### src/rtl/vend_payout_arbiter_pkg.sv
// rtl/vend_payout_arbiter_pkg.sv - payout state encoding, coin codes and coin values for the change arbiter
package vend_pkg;

    typedef enum logic [2:0] {
        ST_IDLE   = 3'd0,
        ST_GRANT  = 3'd1,
        ST_SELECT = 3'd2,
        ST_PULSE  = 3'd3,
        ST_GAP    = 3'd4,
        ST_DONE   = 3'd5
    } pay_state_t;

    typedef enum logic [1:0] {
        COIN_NONE   = 2'd0,
        COIN_NICKEL = 2'd1,
        COIN_DIME   = 2'd2
    } coin_t;

    localparam int NICKEL_VAL = 1;
    localparam int DIME_VAL   = 2;
    localparam int STAT_W     = 16;
    localparam int FAULT_W    = 8;

    function automatic int coin_value(input coin_t c);
        case (c)
            COIN_DIME:   return DIME_VAL;
            COIN_NICKEL: return NICKEL_VAL;
            default:     return 0;
        endcase
    endfunction

endpackage

### src/rtl/vend_payout_arbiter_rr_arbiter.sv
// rtl/vend_payout_arbiter_rr_arbiter.sv - combinational round-robin pick: first set request at/after pointer
module rr_arbiter #(
    parameter int N  = 4,
    parameter int IW = 2
) (
    input  logic [N-1:0]  i_req,
    input  logic [IW-1:0] i_ptr,
    output logic [N-1:0]  o_gnt,
    output logic [IW-1:0] o_idx,
    output logic          o_valid
);

    // Scan from farthest to nearest so the lane closest to the pointer is written last and wins.
    always_comb begin
        o_gnt   = '0;
        o_idx   = '0;
        o_valid = 1'b0;
        for (int k = N - 1; k >= 0; k--) begin
            if (i_req[(int'(i_ptr) + k) % N]) begin
                o_gnt                          = '0;
                o_gnt[(int'(i_ptr) + k) % N]   = 1'b1;
                o_idx                          = IW'((int'(i_ptr) + k) % N);
                o_valid                        = 1'b1;
            end
        end
    end

endmodule

### src/rtl/vend_payout_arbiter.sv
// rtl/vend_payout_arbiter.sv - shares one dime/nickel payout mechanism among lanes; PAYOUT_STATS_EN adds counters
module vend_payout_arbiter
    import vend_pkg::*;
#(
    parameter int N_LANES   = 4,
    parameter int AMT_W     = 4,
    parameter int PULSE_CYC = 8,
    parameter int GAP_CYC   = 4
) (
    input  logic                       clk,
    input  logic                       rst,
    input  logic [N_LANES-1:0]         req,
    input  logic [N_LANES*AMT_W-1:0]   amt,
    input  logic                       dime_empty,
    input  logic                       nickel_empty,
    output logic                       sol_dime,
    output logic                       sol_nickel,
    output logic                       busy,
    output logic [$clog2(N_LANES)-1:0] grant_id,
    output logic [N_LANES-1:0]         ack,
    output logic                       ack_err
`ifdef PAYOUT_STATS_EN
    ,
    output logic [STAT_W-1:0]          dimes_paid,
    output logic [STAT_W-1:0]          nickels_paid,
    output logic [FAULT_W-1:0]         faults
`endif
);

    localparam int IW      = $clog2(N_LANES);
    localparam int CNT_MAX = (PULSE_CYC > GAP_CYC) ? PULSE_CYC : GAP_CYC;
    localparam int CNT_W   = $clog2(CNT_MAX + 1);

    pay_state_t          r_state;
    logic [IW-1:0]       r_ptr;
    logic [IW-1:0]       r_grant_id;
    logic [AMT_W-1:0]    r_remaining;
    logic [CNT_W-1:0]    r_cnt;
    logic                r_sol_dime;
    logic                r_sol_nickel;
    logic [N_LANES-1:0]  r_ack;
    logic                r_ack_err;

    logic [N_LANES-1:0]  w_gnt;
    logic [IW-1:0]       w_idx;
    logic                w_valid;
    logic [AMT_W-1:0]    w_amt_sel;
    coin_t               w_coin;

    rr_arbiter #(.N(N_LANES), .IW(IW)) u_rr (
        .i_req   (req),
        .i_ptr   (r_ptr),
        .o_gnt   (w_gnt),
        .o_idx   (w_idx),
        .o_valid (w_valid)
    );

    assign w_amt_sel = amt[w_idx*AMT_W +: AMT_W];

    // Coin choice for the current SELECT; hopper flags matter only in that state.
    always_comb begin
        w_coin = COIN_NONE;
        if (r_remaining >= AMT_W'(DIME_VAL) && !dime_empty)
            w_coin = COIN_DIME;
        else if (r_remaining >= AMT_W'(NICKEL_VAL) && !nickel_empty)
            w_coin = COIN_NICKEL;
    end

    always_ff @(posedge clk or posedge rst) begin
        if (rst) begin
            r_state      <= ST_IDLE;
            r_ptr        <= '0;
            r_grant_id   <= '0;
            r_remaining  <= '0;
            r_cnt        <= '0;
            r_sol_dime   <= 1'b0;
            r_sol_nickel <= 1'b0;
            r_ack        <= '0;
            r_ack_err    <= 1'b0;
        end else begin
            r_ack     <= '0;
            r_ack_err <= 1'b0;
            case (r_state)
                ST_IDLE: begin
                    if (|req) r_state <= ST_GRANT;
                end
                ST_GRANT: begin
                    if (w_valid) begin
                        r_grant_id  <= w_idx;
                        r_remaining <= w_amt_sel;
                        r_ptr       <= (w_idx == IW'(N_LANES - 1)) ? '0 : w_idx + IW'(1);
                        r_state     <= ST_SELECT;
                    end else begin
                        r_state <= ST_IDLE;
                    end
                end
                ST_SELECT: begin
                    if (r_remaining == '0 || w_coin == COIN_NONE) begin
                        // ack is registered here so it is high exactly during DONE
                        r_ack[r_grant_id] <= 1'b1;
                        r_ack_err         <= (r_remaining != '0);
                        r_state           <= ST_DONE;
                    end else begin
                        r_remaining  <= r_remaining - AMT_W'(coin_value(w_coin));
                        r_sol_dime   <= (w_coin == COIN_DIME);
                        r_sol_nickel <= (w_coin == COIN_NICKEL);
                        r_cnt        <= CNT_W'(PULSE_CYC - 1);
                        r_state      <= ST_PULSE;
                    end
                end
                ST_PULSE: begin
                    if (r_cnt == '0) begin
                        r_sol_dime   <= 1'b0;
                        r_sol_nickel <= 1'b0;
                        r_cnt        <= CNT_W'(GAP_CYC - 1);
                        r_state      <= ST_GAP;
                    end else begin
                        r_cnt <= r_cnt - CNT_W'(1);
                    end
                end
                ST_GAP: begin
                    if (r_cnt == '0) r_state <= ST_SELECT;
                    else             r_cnt   <= r_cnt - CNT_W'(1);
                end
                ST_DONE: begin
                    r_state <= ST_IDLE;
                end
                default: begin
                    r_state <= ST_IDLE;
                end
            endcase
        end
    end

    assign sol_dime   = r_sol_dime;
    assign sol_nickel = r_sol_nickel;
    assign busy       = (r_state != ST_IDLE);
    assign grant_id   = r_grant_id;
    assign ack        = r_ack;
    assign ack_err    = r_ack_err;

`ifdef PAYOUT_STATS_EN
    logic [STAT_W-1:0]  r_dimes_paid;
    logic [STAT_W-1:0]  r_nickels_paid;
    logic [FAULT_W-1:0] r_faults;

    // Counters saturate rather than wrap so a long-running machine never reports a small count.
    always_ff @(posedge clk or posedge rst) begin
        if (rst) begin
            r_dimes_paid   <= '0;
            r_nickels_paid <= '0;
            r_faults       <= '0;
        end else if (r_state == ST_SELECT && r_remaining != '0) begin
            if (w_coin == COIN_DIME && r_dimes_paid != '1)
                r_dimes_paid <= r_dimes_paid + STAT_W'(1);
            if (w_coin == COIN_NICKEL && r_nickels_paid != '1)
                r_nickels_paid <= r_nickels_paid + STAT_W'(1);
            if (w_coin == COIN_NONE && r_faults != '1)
                r_faults <= r_faults + FAULT_W'(1);
        end
    end

    assign dimes_paid   = r_dimes_paid;
    assign nickels_paid = r_nickels_paid;
    assign faults       = r_faults;
`endif

endmodule
### config.mk
export PLATFORM = sky130hd
export DESIGN_NAME = vend_payout_arbiter
export DESIGN_NICKNAME = d
export VERILOG_FILES = /design/src/rtl/vend_payout_arbiter_pkg.sv /design/src/rtl/vend_payout_arbiter_rr_arbiter.sv /design/src/rtl/vend_payout_arbiter.sv
export SDC_FILE = /design/constraint.sdc
export NUM_CORES = 1
export LEC_CHECK = 0
export ABC_AREA = 1
export CORE_MARGIN = 2
export CORE_UTILIZATION = 47
export CTS_BUF_LIST = sky130_fd_sc_hd__clkbuf_2 sky130_fd_sc_hd__clkbuf_4 sky130_fd_sc_hd__clkbuf_8
export CTS_CLUSTER_DIAMETER = 100
export DETAILED_ROUTE_END_ITERATION = 16
export PLACE_DENSITY_LB_ADDON = 0.25
export SLEW_MARGIN = 10
export SYNTH_ARGS = -nofsm -noshare
export SYNTH_HDL_FRONTEND = slang
export SYNTH_SLANG_ARGS = --single-unit
### constraint.sdc
create_clock -name clk -period 1.7 [get_ports clk]
set_input_delay 0.17 -clock clk [delete_from_list [all_inputs] [get_ports clk]]
set_output_delay 0.17 -clock clk [all_outputs]
set_load 0.05 [all_outputs]
==> summary.md <==
| Metric | Value |
|---|---|
| Worst-Skew Late Latency | around 0.31 ns |
| Netlist cell types | 31 |
| Place WS | -0.167 ns |
| Tcrit/Tclk final | 1.04 |
| Total GRT Usage | 0.209 |
| Reg-to-reg slack, setup | -0.07 ns |
| Leak | 1.15 nW |
| Placed cell areas | 0.00206 mm^2 |
| CTS Hold Bufs | 0 |
| Yosys top cell area share | 0.369 |
| Syn Inst Count | roughly 210 |
| Core Area | 0.00303 mm^2 |
| Setup TNS | -0.202 ns |
| Max VDD drop | around 0.96 mV |
| Slew HR | 0.649 |
| Failing checks | setup timing |
| Slowest cell on crit path | dfrtp_1 |
| DRC | 0 |
| Starting Density | 0.493 |
| Sequential area share after synthesis | 0.369 |
| Root Buffer | clkbuf_4 |
| Largest net degree at the start of global routing | 23 |
| Drt wl/cell | around 12 um |
| R2R cell count | 10 |
| H-tree level count | 1 |
| Post-Syn Area | between 0.001 and 0.0015 mm^2 |
| Post-route ant nets | 0 |
| Worst Clk Skew | slightly below 0.007 ns |
| Iteration-0 DRC Markers | 44 |
| PortBufs | 33 |
| Final Hold Viols | 0 |
| Die area | approximately 0.0036 mm^2 |
| Worst Tran Pin Value | 0.525 ns |
| Crit path time final | ~1.8 ns |
| CTS sink count | 22 |
| RSZ-0062 raised after global routing | true |
| Slew Viols, Final | 0 |
| CP arrival | slightly below 2 ns |
| Setup CP Type | register to register |
| HPWL after detailed placement | about 2700 um |
| Via count | around 1,600 |
| Worst-path maximum fanout | 2 |
| Antenna violations before repair | 0 |
| Clk pin slew, worst setup/hold paths | approximately 0.12 ns |
| Largest stage delay, worst path | 0.42 ns |
| 1st-pass router iterations | 4 |
| Longest Clk Path Bufs | 2 |
| Pwr/cell area | approximately 2000 mW/mm^2 |
| Crit path cell chain | nor2_2 > nand3_2 > nand2_2 > nor2_4 > ha_4 > fa_2 > o21ai_1 > a21oi_1 > nor2_1 > a21oi_2 |
| Most frequent cells in the layout | nand2_1, buf_4, clkdlybuf4s50_1, inv_1, nand3_1 |
| Area leader, netlist | dfrtp_1 |
| Vias in the first global route | approximately 1,400 |
| Die height | 60.4 um |
| WP data required | 1.92 ns |
| Run status | finished, violations left |
| Cts bufs inserted | 3 |
| Die width | 60.4 um |
| Share of layout cells above drive strength 1 | 0.368 |
| Gp weighted congestion | slightly below 0.9 |
| CTS tree | yes |
| Post-Route WL | between 3000 and 4000 um |
| Buf+Inv Stages, Crit Path | 0 |
| Layout Area Growth over Synthesis | 58.3% |
| IO Pins | 34 |
| ANT cells | 0 |
| Top cell family by delay on the critical path | simple AND/OR/NAND/NOR gates |
| Mapped Nets | ~240 |
| Worst Hold Class | input pin to async pin |
| Final instance area | approximately 0.0024 mm^2 |
| Final net count | 307 |
| Syn. warnings | 0 |
| Syn avg cell area | between 7 and 8 um^2 |
| #FFs+latches synth | 22 |
| Worst flop-to-flop path startpoint | r_remaining[3]$_DFFE_PP0P_ |
| Fmax | 563 MHz |
| Cell row count | 20 |
| First-pass GRT wire length | a little under 6000 um |
| CP Launch Type | register |
| Type of element capturing the critical path | register |
| RR Endpoint | r_remaining[2]$_DFFE_PP0P_ |
| Via-to-Cell Ratio | about 5.0 |
| Final setup fails | 5 |
| Maxcap violations | 0 |
| Synth area leaders | dfrtp_1, nand2_1, nand3_1, inv_1, nor2_1 |
| PnR worst setup slack | -0.0747 ns |
| Overflow after GRT | 0 |
| Most common cell after layout, fill and taps aside | nand2_1 |
-- report_power, final --
group	internal, mW	switching (mW)
Sequential	0.740	0.185
Combinational	1.50	2.12
Clock	0.131	0.160
Total	2.37	2.47
-- worst register-to-register path: stages, from the launching register on --
cell	delay (ns)
dfrtp_1	0.42
nor2_2	0.15
nand3_2	0.10
nand2_2	0.12
nor2_4	0.06
ha_4	0.15
fa_2	0.33
o21ai_1	0.12
a21oi_1	0.05
nor2_1	0.11
a21oi_2	0.06
-- repair_timing --
action / 4_1_cts / 5_1_grt
hold endpoints to repair: 0 / 0
pin swaps: 8 / 12
endpoints found under the setup margin: 7 / 14
gates resized for setup: 12 / 39
setup buffers: 5 / 2
gates cloned: 2 / 1
-- synthesized netlist by cell type, drive strengths merged --
master / instances
a22oi: 1
nor2: 23
dfrtp: 22
and2: 1
a21oi: 8
fa: 1
nor3: 7
o22ai: 2
o31ai: 1
nor4: 1
a32oi: 1
a22o: 1
nand3: 30
o21a: 1
inv: 35
xnor2: 2
xor2: 1
buf: 1
nand2: 51
o21ai: 11
ha: 4
o221ai: 1
-- through the flow --
step | std cells | power (mW) | utilization | hold WS [ns]
5_1_grt | 321 | 5.21 | 0.781 | 0.216
3_5_place_dp | 307 | 3.84 | 0.679 | 0.482
4_1_cts | 318 | 4.33 | 0.721 | 0.193
3_3_place_gp | 307 | 3.78 | 0.679 | 0.476
2_1_floorplan | 206 | 2.90 | - | 0.159
6_report | 321 | 4.84 | 0.781 | 0.172
-- per-layer routing --
metal	wire, um	vias to the layer above	track usage
met5	0	-	0
met4	53	0	0.0571
li1	-	811	-
met1	1730	746	0.276
met2	1980	49	0.362
met3	161	7	0.0256
-- area by class of cell --
class	instances	area [um^2]
Sequential cell	22	552
Multi-Input combinational cell	151	1010
Clock buffer	4	36.3
Fill cell	199	663
Tap cell	44	55.1
Timing Repair Buffer	65	577
Inverter	35	134
-- sequential cells by signal (all words and copies together) (netlist names) --
signal       cells
ack_err          1
r_state          3
r_ptr            2
grant_id         2
r_cnt            4
sol_dime         1
ack              4
r_remaining      4
sol_nickel       1
-- worst max path at each step --
stage	cells after the start	end	from	slack, ns
after CTS	10	r_remaining[1]$_DFFE_PP0P_	r_remaining[2]$_DFFE_PP0P_	-0.05
after floorplan	9	r_remaining[1]$_DFFE_PP0P_	r_remaining[3]$_DFFE_PP0P_	-0.02
after global routing	10	r_remaining[1]$_DFFE_PP0P_	r_remaining[3]$_DFFE_PP0P_	-0.17
final	10	r_remaining[2]$_DFFE_PP0P_	r_remaining[3]$_DFFE_PP0P_	-0.07
after detailed placement	14	r_remaining[1]$_DFFE_PP0P_	req[1]	-0.17
after global placement	10	r_remaining[1]$_DFFE_PP0P_	dime_empty	-0.15
-- cells by family after synthesis --
group,synth area share
xor gates and xnor gates,0.0176
AOI/OAI and AO/OA,0.110
adders and majority gates,0.0469
DFF,0.369
buffers and inverters,0.0955
and+or+nand+nor,0.362
(Power assumes the default switching activity.)
